## config.mk

```make
export PLATFORM = sky130hd
export DESIGN_NAME = fight_turn_controller
export DESIGN_NICKNAME = d
export VERILOG_FILES = /design/src/rtl/fight_pkg.sv /design/src/rtl/action_latch.sv /design/src/rtl/fight_turn_controller.sv
export SDC_FILE = /design/constraint.sdc
export NUM_CORES = 1
export LEC_CHECK = 0
export ABC_AREA = 1
export CORE_AREA = 2 2 88 99
export CTS_CLUSTER_SIZE = 16
export DETAILED_ROUTE_END_ITERATION = 10
export DIE_AREA = 0 0 90 101
export PLACE_DENSITY_LB_ADDON = 0.1
export SLEW_MARGIN = 20
export SYNTH_ARGS = -nofsm -noshare
export SYNTH_HDL_FRONTEND = slang
export SYNTH_SLANG_ARGS = --single-unit
```

## constraint.sdc

```tcl
create_clock -name clk -period 2.71 [get_ports clk]
set_clock_uncertainty 0.2 [all_clocks]
set_input_delay 0.6775 -clock clk [delete_from_list [all_inputs] [get_ports clk]]
set_output_delay 0.6775 -clock clk [all_outputs]
set_load 0.05 [all_outputs]
```

## src/rtl/fight_pkg.sv

```systemverilog
// Shared types for the fighting-game turn sequencer: action codes,
// sequencer states, winner codes and the end-of-turn winner rule.
package fight_pkg;

  typedef enum logic [2:0] {
    ACT_KICK   = 3'b000,
    ACT_PUNCH  = 3'b001,
    ACT_AWAIT  = 3'b010,
    ACT_JUMP   = 3'b011,
    ACT_LEFT1  = 3'b100,
    ACT_LEFT2  = 3'b101,
    ACT_RIGHT1 = 3'b110,
    ACT_RIGHT2 = 3'b111
  } action_e;

  typedef enum logic [2:0] {
    ST_IDLE    = 3'd0,
    ST_RST_P   = 3'd1,
    ST_COLLECT = 3'd2,
    ST_COMMIT  = 3'd3,
    ST_SETTLE  = 3'd4,
    ST_CHECK   = 3'd5,
    ST_OVER    = 3'd6
  } state_e;

  typedef enum logic [1:0] {
    WIN_NONE = 2'b00,
    WIN_P1   = 2'b01,
    WIN_P2   = 2'b10,
    WIN_DRAW = 2'b11
  } winner_e;

  localparam logic [7:0] TURN_COUNT_SAT = 8'hFF;

  // A knocked-out player loses outright; only when nobody is out and the
  // turn limit is hit does the health comparison decide the game.
  function automatic winner_e decide_winner(input logic [1:0] h1,
                                            input logic [1:0] h2,
                                            input logic       at_limit);
    winner_e res;
    res = WIN_NONE;
    if (h1 == 2'd0 && h2 == 2'd0)  res = WIN_DRAW;
    else if (h2 == 2'd0)           res = WIN_P1;
    else if (h1 == 2'd0)           res = WIN_P2;
    else if (at_limit) begin
      if (h1 > h2)                 res = WIN_P1;
      else if (h2 > h1)            res = WIN_P2;
      else                         res = WIN_DRAW;
    end
    return res;
  endfunction

endpackage

```

## src/rtl/action_latch.sv

```systemverilog
// First-wins capture of one player's action for the current turn.
// o_full/o_code_out look ahead: they already include a submit arriving this
// cycle, so the sequencer can commit on the same edge that captures it.
module action_latch
  import fight_pkg::*;
(
  input  logic       clk,
  input  logic       reset,
  input  logic       i_clear,
  input  logic       i_valid,
  input  logic [2:0] i_code,
  input  logic       i_force_await,
  output logic       o_full,
  output logic [2:0] o_code_out
);

  logic       r_full;
  logic [2:0] r_code;

  // Hold the first submitted code; fill with await on timeout if still empty.
  always_ff @(posedge clk or negedge reset) begin
    if (!reset) begin
      r_full <= 1'b0;
      r_code <= ACT_AWAIT;
    end else if (i_clear) begin
      r_full <= 1'b0;
      r_code <= ACT_AWAIT;
    end else if (!r_full) begin
      if (i_valid) begin
        r_full <= 1'b1;
        r_code <= i_code;
      end else if (i_force_await) begin
        r_full <= 1'b1;
        r_code <= ACT_AWAIT;
      end
    end
  end

  assign o_full     = r_full | i_valid;
  assign o_code_out = r_full ? r_code : (i_valid ? i_code : ACT_AWAIT);

endmodule

```

## src/rtl/fight_turn_controller.sv

```systemverilog
// Turn sequencer: collects one action per player, commits both with a
// shared enable strobe, waits for the player blocks to settle, then checks
// healths to decide whether the game continues or ends.
module fight_turn_controller
  import fight_pkg::*;
#(
  parameter int TURN_TICKS    = 250,
  parameter int ENABLE_CYCLES = 2,
  parameter int SETTLE_CYCLES = 2,
  parameter int MAX_TURNS     = 99
) (
  input  logic       clk,
  input  logic       reset,
  input  logic       i_start,
  input  logic       i_act_valid1,
  input  logic [2:0] i_act_code1,
  input  logic       i_act_valid2,
  input  logic [2:0] i_act_code2,
  input  logic [1:0] i_health1,
  input  logic [1:0] i_health2,
  output logic [2:0] o_action1,
  output logic [2:0] o_action2,
  output logic       o_action_enable,
  output logic       o_players_rst_n,
  output logic       o_is_game_over,
  output logic [1:0] o_winner,
  output logic [7:0] o_turn_count
);

  localparam int TIMER_W   = (TURN_TICKS > 1) ? $clog2(TURN_TICKS) : 1;
  localparam int PHASE_MAX = (ENABLE_CYCLES > SETTLE_CYCLES) ? ENABLE_CYCLES : SETTLE_CYCLES;
  localparam int PHASE_W   = $clog2(PHASE_MAX + 1);

  localparam logic [TIMER_W-1:0] TIMER_LAST  = TIMER_W'(TURN_TICKS - 1);
  localparam logic [PHASE_W-1:0] ENABLE_LAST = PHASE_W'(ENABLE_CYCLES - 1);
  localparam logic [PHASE_W-1:0] SETTLE_LAST = PHASE_W'(SETTLE_CYCLES - 1);
  localparam logic [7:0]         TURN_LIMIT  = 8'(MAX_TURNS);

  state_e              r_state;
  logic [TIMER_W-1:0]  r_timer;
  logic [PHASE_W-1:0]  r_phase;
  logic [2:0]          r_action1;
  logic [2:0]          r_action2;
  logic                r_enable;
  logic                r_players_rst_n;
  logic                r_game_over;
  winner_e             r_winner;
  logic [7:0]          r_turn_count;

  logic                w_in_collect;
  logic                w_timeout;
  logic                w_clear;
  logic [1:0]          w_valid_raw;
  logic [1:0][2:0]     w_code_raw;
  logic [1:0]          w_full;
  logic [1:0][2:0]     w_code;
  logic                w_both_full;
  logic [7:0]          w_turn_next;
  winner_e             w_check_winner;

  assign w_in_collect   = (r_state == ST_COLLECT);
  assign w_timeout      = w_in_collect && (r_timer == TIMER_LAST);
  assign w_clear        = (r_state == ST_CHECK) || (r_state == ST_RST_P);
  assign w_valid_raw    = {i_act_valid2, i_act_valid1};
  assign w_code_raw     = {i_act_code2, i_act_code1};
  assign w_both_full    = &w_full;
  assign w_turn_next    = (r_turn_count == TURN_COUNT_SAT) ? r_turn_count : r_turn_count + 8'd1;
  assign w_check_winner = decide_winner(i_health1, i_health2, w_turn_next == TURN_LIMIT);

  // One capture latch per player; submits are only seen while collecting.
  generate
    for (genvar gi = 0; gi < 2; gi++) begin : g_player
      action_latch u_latch (
        .clk          (clk),
        .reset        (reset),
        .i_clear      (w_clear),
        .i_valid      (w_valid_raw[gi] && w_in_collect),
        .i_code       (w_code_raw[gi]),
        .i_force_await(w_timeout),
        .o_full       (w_full[gi]),
        .o_code_out   (w_code[gi])
      );
    end
  endgenerate

  // Turn sequencer with all outputs registered alongside the state.
  always_ff @(posedge clk or negedge reset) begin
    if (!reset) begin
      r_state         <= ST_IDLE;
      r_timer         <= '0;
      r_phase         <= '0;
      r_action1       <= ACT_AWAIT;
      r_action2       <= ACT_AWAIT;
      r_enable        <= 1'b0;
      r_players_rst_n <= 1'b1;
      r_game_over     <= 1'b0;
      r_winner        <= WIN_NONE;
      r_turn_count    <= 8'd0;
    end else begin
      case (r_state)
        ST_IDLE, ST_OVER: begin
          if (i_start) begin
            r_state         <= ST_RST_P;
            r_players_rst_n <= 1'b0;
            r_turn_count    <= 8'd0;
            r_winner        <= WIN_NONE;
            r_game_over     <= 1'b0;
          end
        end
        ST_RST_P: begin
          r_players_rst_n <= 1'b1;
          r_timer         <= '0;
          r_state         <= ST_COLLECT;
        end
        ST_COLLECT: begin
          if (w_both_full || w_timeout) begin
            r_action1 <= w_code[0];
            r_action2 <= w_code[1];
            r_enable  <= 1'b1;
            r_phase   <= '0;
            r_state   <= ST_COMMIT;
          end else begin
            r_timer <= r_timer + TIMER_W'(1);
          end
        end
        ST_COMMIT: begin
          if (r_phase == ENABLE_LAST) begin
            r_enable <= 1'b0;
            r_phase  <= '0;
            r_state  <= ST_SETTLE;
          end else begin
            r_phase <= r_phase + PHASE_W'(1);
          end
        end
        ST_SETTLE: begin
          if (r_phase == SETTLE_LAST) begin
            r_phase <= '0;
            r_state <= ST_CHECK;
          end else begin
            r_phase <= r_phase + PHASE_W'(1);
          end
        end
        ST_CHECK: begin
          r_turn_count <= w_turn_next;
          if (w_check_winner != WIN_NONE) begin
            r_winner    <= w_check_winner;
            r_game_over <= 1'b1;
            r_state     <= ST_OVER;
          end else begin
            r_timer <= '0;
            r_state <= ST_COLLECT;
          end
        end
        default: r_state <= ST_IDLE;
      endcase
    end
  end

  assign o_action1       = r_action1;
  assign o_action2       = r_action2;
  assign o_action_enable = r_enable;
  assign o_players_rst_n = r_players_rst_n;
  assign o_is_game_over  = r_game_over;
  assign o_winner        = r_winner;
  assign o_turn_count    = r_turn_count;

endmodule

```

==> impl_metrics.xml <==
<?xml version="1.0" encoding="UTF-8"?>
<metrics>
  <group name="sta">
    <metric name="fin_hold_ws" unit="ns">0.2315</metric>
    <metric name="rsz0062_at_grt" unit="">false</metric>
    <metric name="setup_violations" unit="">0</metric>
    <metric name="totalNegativeSetupSlack" unit="ns">0</metric>
    <metric name="max_slew_margin" unit="%">63.79</metric>
    <metric name="max_slew.worst_pin.slew" unit="ns">0.5395</metric>
    <metric name="final_period_minus_worst_setup_slack" unit="ns">2.553</metric>
    <metric name="timing_hold_violations_final" unit="">0</metric>
    <metric name="count_of_pins_over_their_slew_limit" unit="">0</metric>
    <metric name="share_of_the_clock_period_used_by_the_worst_path" unit="%">94.19</metric>
    <metric name="achievable-frequency" unit="GHz">0.3917</metric>
  </group>
  <group name="critical_path">
    <metric name="path_depth" unit="">1</metric>
    <metric name="worst_path_dominant_cell_family" unit="">buffers and inverters</metric>
    <metric name="worst_setup_path_end_kind" unit="">output port</metric>
    <metric name="r2r_end" unit="">o_is_game_over$_DFFE_PN0P_</metric>
    <metric name="reg2reg_from" unit="">o_turn_count[1]$_DFFE_PN0P_</metric>
    <metric name="critical_path.cell_chain" unit="">clkdlybuf4s50_1</metric>
    <metric name="biggest_fanout_along_the_worst_timing_path" unit="">8</metric>
    <metric name="critical_path.slowest_cell" unit="">clkdlybuf4s50_1</metric>
    <metric name="cp_data_arrival_time" unit="ns">1.68</metric>
    <metric name="worst-path-buf-inv" unit="">1</metric>
    <metric name="timing.critical_path.to" unit="">o_turn_count[3]</metric>
    <metric name="critPathKind" unit="">reg -&gt; out</metric>
    <metric name="setup.worst_path.start" unit="">o_turn_count[3]$_DFFE_PN0P_</metric>
    <metric name="critPathRequiredTime" unit="ns">1.83</metric>
    <metric name="worst-r2r-cell-count" unit="">15</metric>
    <metric name="crit_path_max_incr_delay" unit="ns">0.86</metric>
    <metric name="timing.critical_path.from_type" unit="">flip-flop</metric>
    <metric name="worst-r2r-setup-slack" unit="ns">0.38</metric>
  </group>
  <group name="power">
    <metric name="clock_power_share" unit="%">18.6</metric>
    <metric name="max-vdd-ir-drop" unit="V">0.0004310</metric>
    <metric name="switching_share" unit="%">45.79</metric>
    <metric name="power_per_cell_area" unit="nW/um2">957.9</metric>
    <metric name="internal-power" unit="mW">1.506</metric>
    <metric name="share_seq_of_total_power" unit="%">33.9</metric>
    <metric name="switchingPower" unit="mW">1.272</metric>
    <metric name="power.share.combinational" unit="%">47.6</metric>
    <metric name="leakagePower" unit="nW">1.384</metric>
  </group>
  <group name="grt">
    <metric name="global_route_wire_length_before_repair" unit="um">9363</metric>
    <metric name="grt_util_all_layers" unit="%">12.71</metric>
    <metric name="grt_start_max_net_pins" unit="">41</metric>
    <metric name="initial_antenna_violation_count" unit="">0</metric>
    <metric name="first_global_vias" unit="">1920</metric>
    <metric name="globalRouteOverflowTotal" unit="">0</metric>
  </group>
  <group name="drt">
    <metric name="detailedRoute.firstPassIterationCount" unit="">4</metric>
    <metric name="met1_length" unit="um">2445</metric>
    <metric name="viasPerCell" unit="">4.486</metric>
    <metric name="dr_wl_met3" unit="um">222</metric>
    <metric name="wl_met2" unit="um">2577</metric>
    <metric name="drt_iter0_drc" unit="">40</metric>
    <metric name="drcViolationCount" unit="">0</metric>
    <metric name="detail_route.wl_per_cell" unit="um">11.78</metric>
    <metric name="wl" unit="um">5315</metric>
    <metric name="via_count" unit="">2023</metric>
    <metric name="top_layer" unit="">met4</metric>
    <metric name="ant_nets" unit="">0</metric>
  </group>
  <group name="synth">
    <metric name="synth_top_cell_by_area" unit="">dfrtp_1</metric>
    <metric name="yosys-top-cells-area" unit="">dfrtp_1 38%, nand2_1 13%, nand3_1 6.9%, dfstp_2 5.7%, inv_1 5.4%</metric>
    <metric name="sequential_fraction_of_the_synthesis_area" unit="%">43.70</metric>
    <metric name="ys_types" unit="">34</metric>
    <metric name="synthesis.yosys.warnings" unit="">0</metric>
    <metric name="syn_std_cell_area" unit="um2">2305</metric>
    <metric name="area_share_of_the_leading_cell_type_in_the_synthesized_netlist" unit="%">38.00</metric>
    <metric name="synthesis.instances" unit="">297</metric>
    <metric name="synth.avg_cell_area" unit="um2">7.760</metric>
    <metric name="synth.ff_latch_count" unit="">40</metric>
    <metric name="synthesis.nets" unit="">317</metric>
  </group>
  <group name="cts">
    <metric name="cts_h_tree_depth" unit="">2</metric>
    <metric name="clock_tree.buffer_depth" unit="">2</metric>
    <metric name="root_buffer" unit="">clkbuf_8</metric>
    <metric name="cts-hold-fix-buffers" unit="">0</metric>
    <metric name="sink_count_of_the_clock_tree" unit="">40</metric>
    <metric name="post_cts.resized_instances" unit="">0</metric>
    <metric name="post_cts.repair.setup_buffers" unit="">0</metric>
    <metric name="clk-insertion-delay-late" unit="ns">0.30</metric>
    <metric name="cts-buffers-inserted" unit="">5</metric>
    <metric name="tritoncts" unit="">yes</metric>
    <metric name="clkTransAtPathRegs" unit="ns">0.08</metric>
  </group>
  <group name="finish">
    <metric name="syn_to_final_growth" unit="%">25.79</metric>
    <metric name="multiInputGateArea" unit="um2">1125</metric>
    <metric name="fraction_of_final_layout_cells_sized_beyond_drive_strength_1" unit="%">15.29</metric>
    <metric name="n_antenna_cell" unit="">0</metric>
    <metric name="fin_area" unit="um2">2899</metric>
    <metric name="final_cells" unit="">451</metric>
    <metric name="sequential_cell_area" unit="um2">1007</metric>
    <metric name="fin_nets" unit="">359</metric>
    <metric name="final_util" unit="%">35.59</metric>
    <metric name="layout.filler_cells" unit="">914</metric>
  </group>
  <group name="place">
    <metric name="hpwlAfterDp" unit="um">3916</metric>
    <metric name="placement.io_buffers" unit="">33</metric>
    <metric name="instance_area_after_placement" unit="um2">2784</metric>
    <metric name="place.gp.congestion" unit="">0.7805</metric>
    <metric name="place.detailed.instances" unit="">443</metric>
  </group>
  <group name="die">
    <metric name="placement_rows" unit="">35</metric>
    <metric name="dieWidth" unit="um">90</metric>
    <metric name="floorplan.initialDensity" unit="%">28.29</metric>
    <metric name="io_pins" unit="">34</metric>
    <metric name="die_height" unit="um">101</metric>
    <metric name="core_region_area" unit="um2">8145</metric>
    <metric name="floorplan.die_area" unit="um2">9090</metric>
  </group>
  <group name="flow_run">
    <metric name="max-cap-violations" unit="">0</metric>
  </group>
  <group name="hold_path">
    <metric name="hold_class" unit="">in -&gt; async</metric>
  </group>
  <group name="outcome">
    <metric name="outcome" unit="">finished clean</metric>
  </group>
</metrics>
-- worst min-delay path by stage --
stage,endpoint,start,depth (start not counted),slack (ns)
final,r_timer[6]$_DFFE_PN0P_,reset,2,0.23
after global placement,g_player[1].u_latch.r_code[1]$_DFFE_PN1P_,g_player[1].u_latch.r_code[1]$_DFFE_PN1P_,2,0.26
after CTS,r_timer[3]$_DFFE_PN0P_,reset,2,0.26
after global routing,o_action_enable$_DFFE_PN0P_,reset,2,0.28
after floorplan,g_player[0].u_latch.r_code[0]$_DFFE_PN0P_,reset,0,0.18
after detailed placement,o_winner[1]$_DFFE_PN0P_,o_winner[1]$_DFFE_PN0P_,2,0.27
-- final cells by class --
type	instances	area share, %
clock buffers	5	2.374
clock inverters	3	1.597
inverters	40	5.179
multi-input cells	214	38.80
flip-flops and latches	40	34.74
well taps	111	4.791
repair buffers	38	12.52
-- state kept, by name (all words and copies together), names as in the netlist --
register                 cells
r_state                      3
o_winner                     2
o_players_rst_n              1
o_turn_count                 8
g_player.u_latch.r_code      6
o_action2                    3
o_is_game_over               1
g_player.u_latch.r_full      2
o_action_enable              1
r_phase                      2
o_action1                    3
r_timer                      8
-- metal layers --
metal	up-vias	track usage, %
met5	-	0
met4	0	4.615
met3	6	2.543
met2	40	21.98
met1	934	15.84
li1	1043	-
-- cells by family after synthesis --
family,share of synthesized area [%]
and+or+nand+nor,34.15
buffers and inverters,7.492
DFF,43.70
AOI/OAI and AO/OA,9.664
xor gates and xnor gates,2.280
adders and majority gates,2.714
-- layout by cell type (no fill, tap or decap), types with 3 or more instances in the layout --
cell,count
a21oi_1,5
a31oi_1,6
buf_4,5
clkbuf_8,5
clkdlybuf4s50_1,32
dfrtp_1,35
dfstp_2,5
ha_1,5
inv_1,33
inv_2,7
nand2_1,80
nand2_2,11
nand3_1,32
nand3_2,3
nor2_1,26
nor2_4,4
o21ai_0,12
o22ai_1,6
xor2_1,6
-- cells in the mapped netlist --
cell type and instances:
nand2_1 80, dfrtp_1 35, inv_1 33, nand3_1 32
nor2_1 26, o21ai_0 12, nand2_2 11, inv_2 7
a31oi_1 6, o22ai_1 6, xor2_1 6, a21oi_1 5
dfstp_2 5, ha_1 5, nor2_4 4, nand3_2 3
nand4_1 2, nor3b_1 2, or2_2 2, a21oi_2 1
a31o_2 1, buf_4 1, buf_6 1, clkbuf_1 1
nand2_4 1, nor2_2 1, nor3_1 1, nor3_4 1
o211ai_1 1, o21ai_1 1, o21ai_4 1, o21bai_1 1
o22a_1 1, or2_1 1
-- power by group through the flow --
stage | registers, mW | logic [mW] | clock network, mW
finish | 0.941 | 1.32 | 0.516
global route | 0.976 | 1.47 | 0.566
CTS | 0.945 | 1.34 | 0.534
detailed placement | 0.953 | 1.34 | 0
global placement | 0.954 | 1.34 | 0
floorplan | 1.25 | 0.621 | 0
-- metrics by stage --
stage	worst slack (ns)	total power, mW
after floorplan	0.3239	1.869
after global placement	-0.01002	2.291
after detailed placement	-0.04404	2.290
after CTS	0.1419	2.823
after global routing	0.09539	3.010
final	0.1573	2.777
No activity file was read; power rests on OpenSTA's default activity.
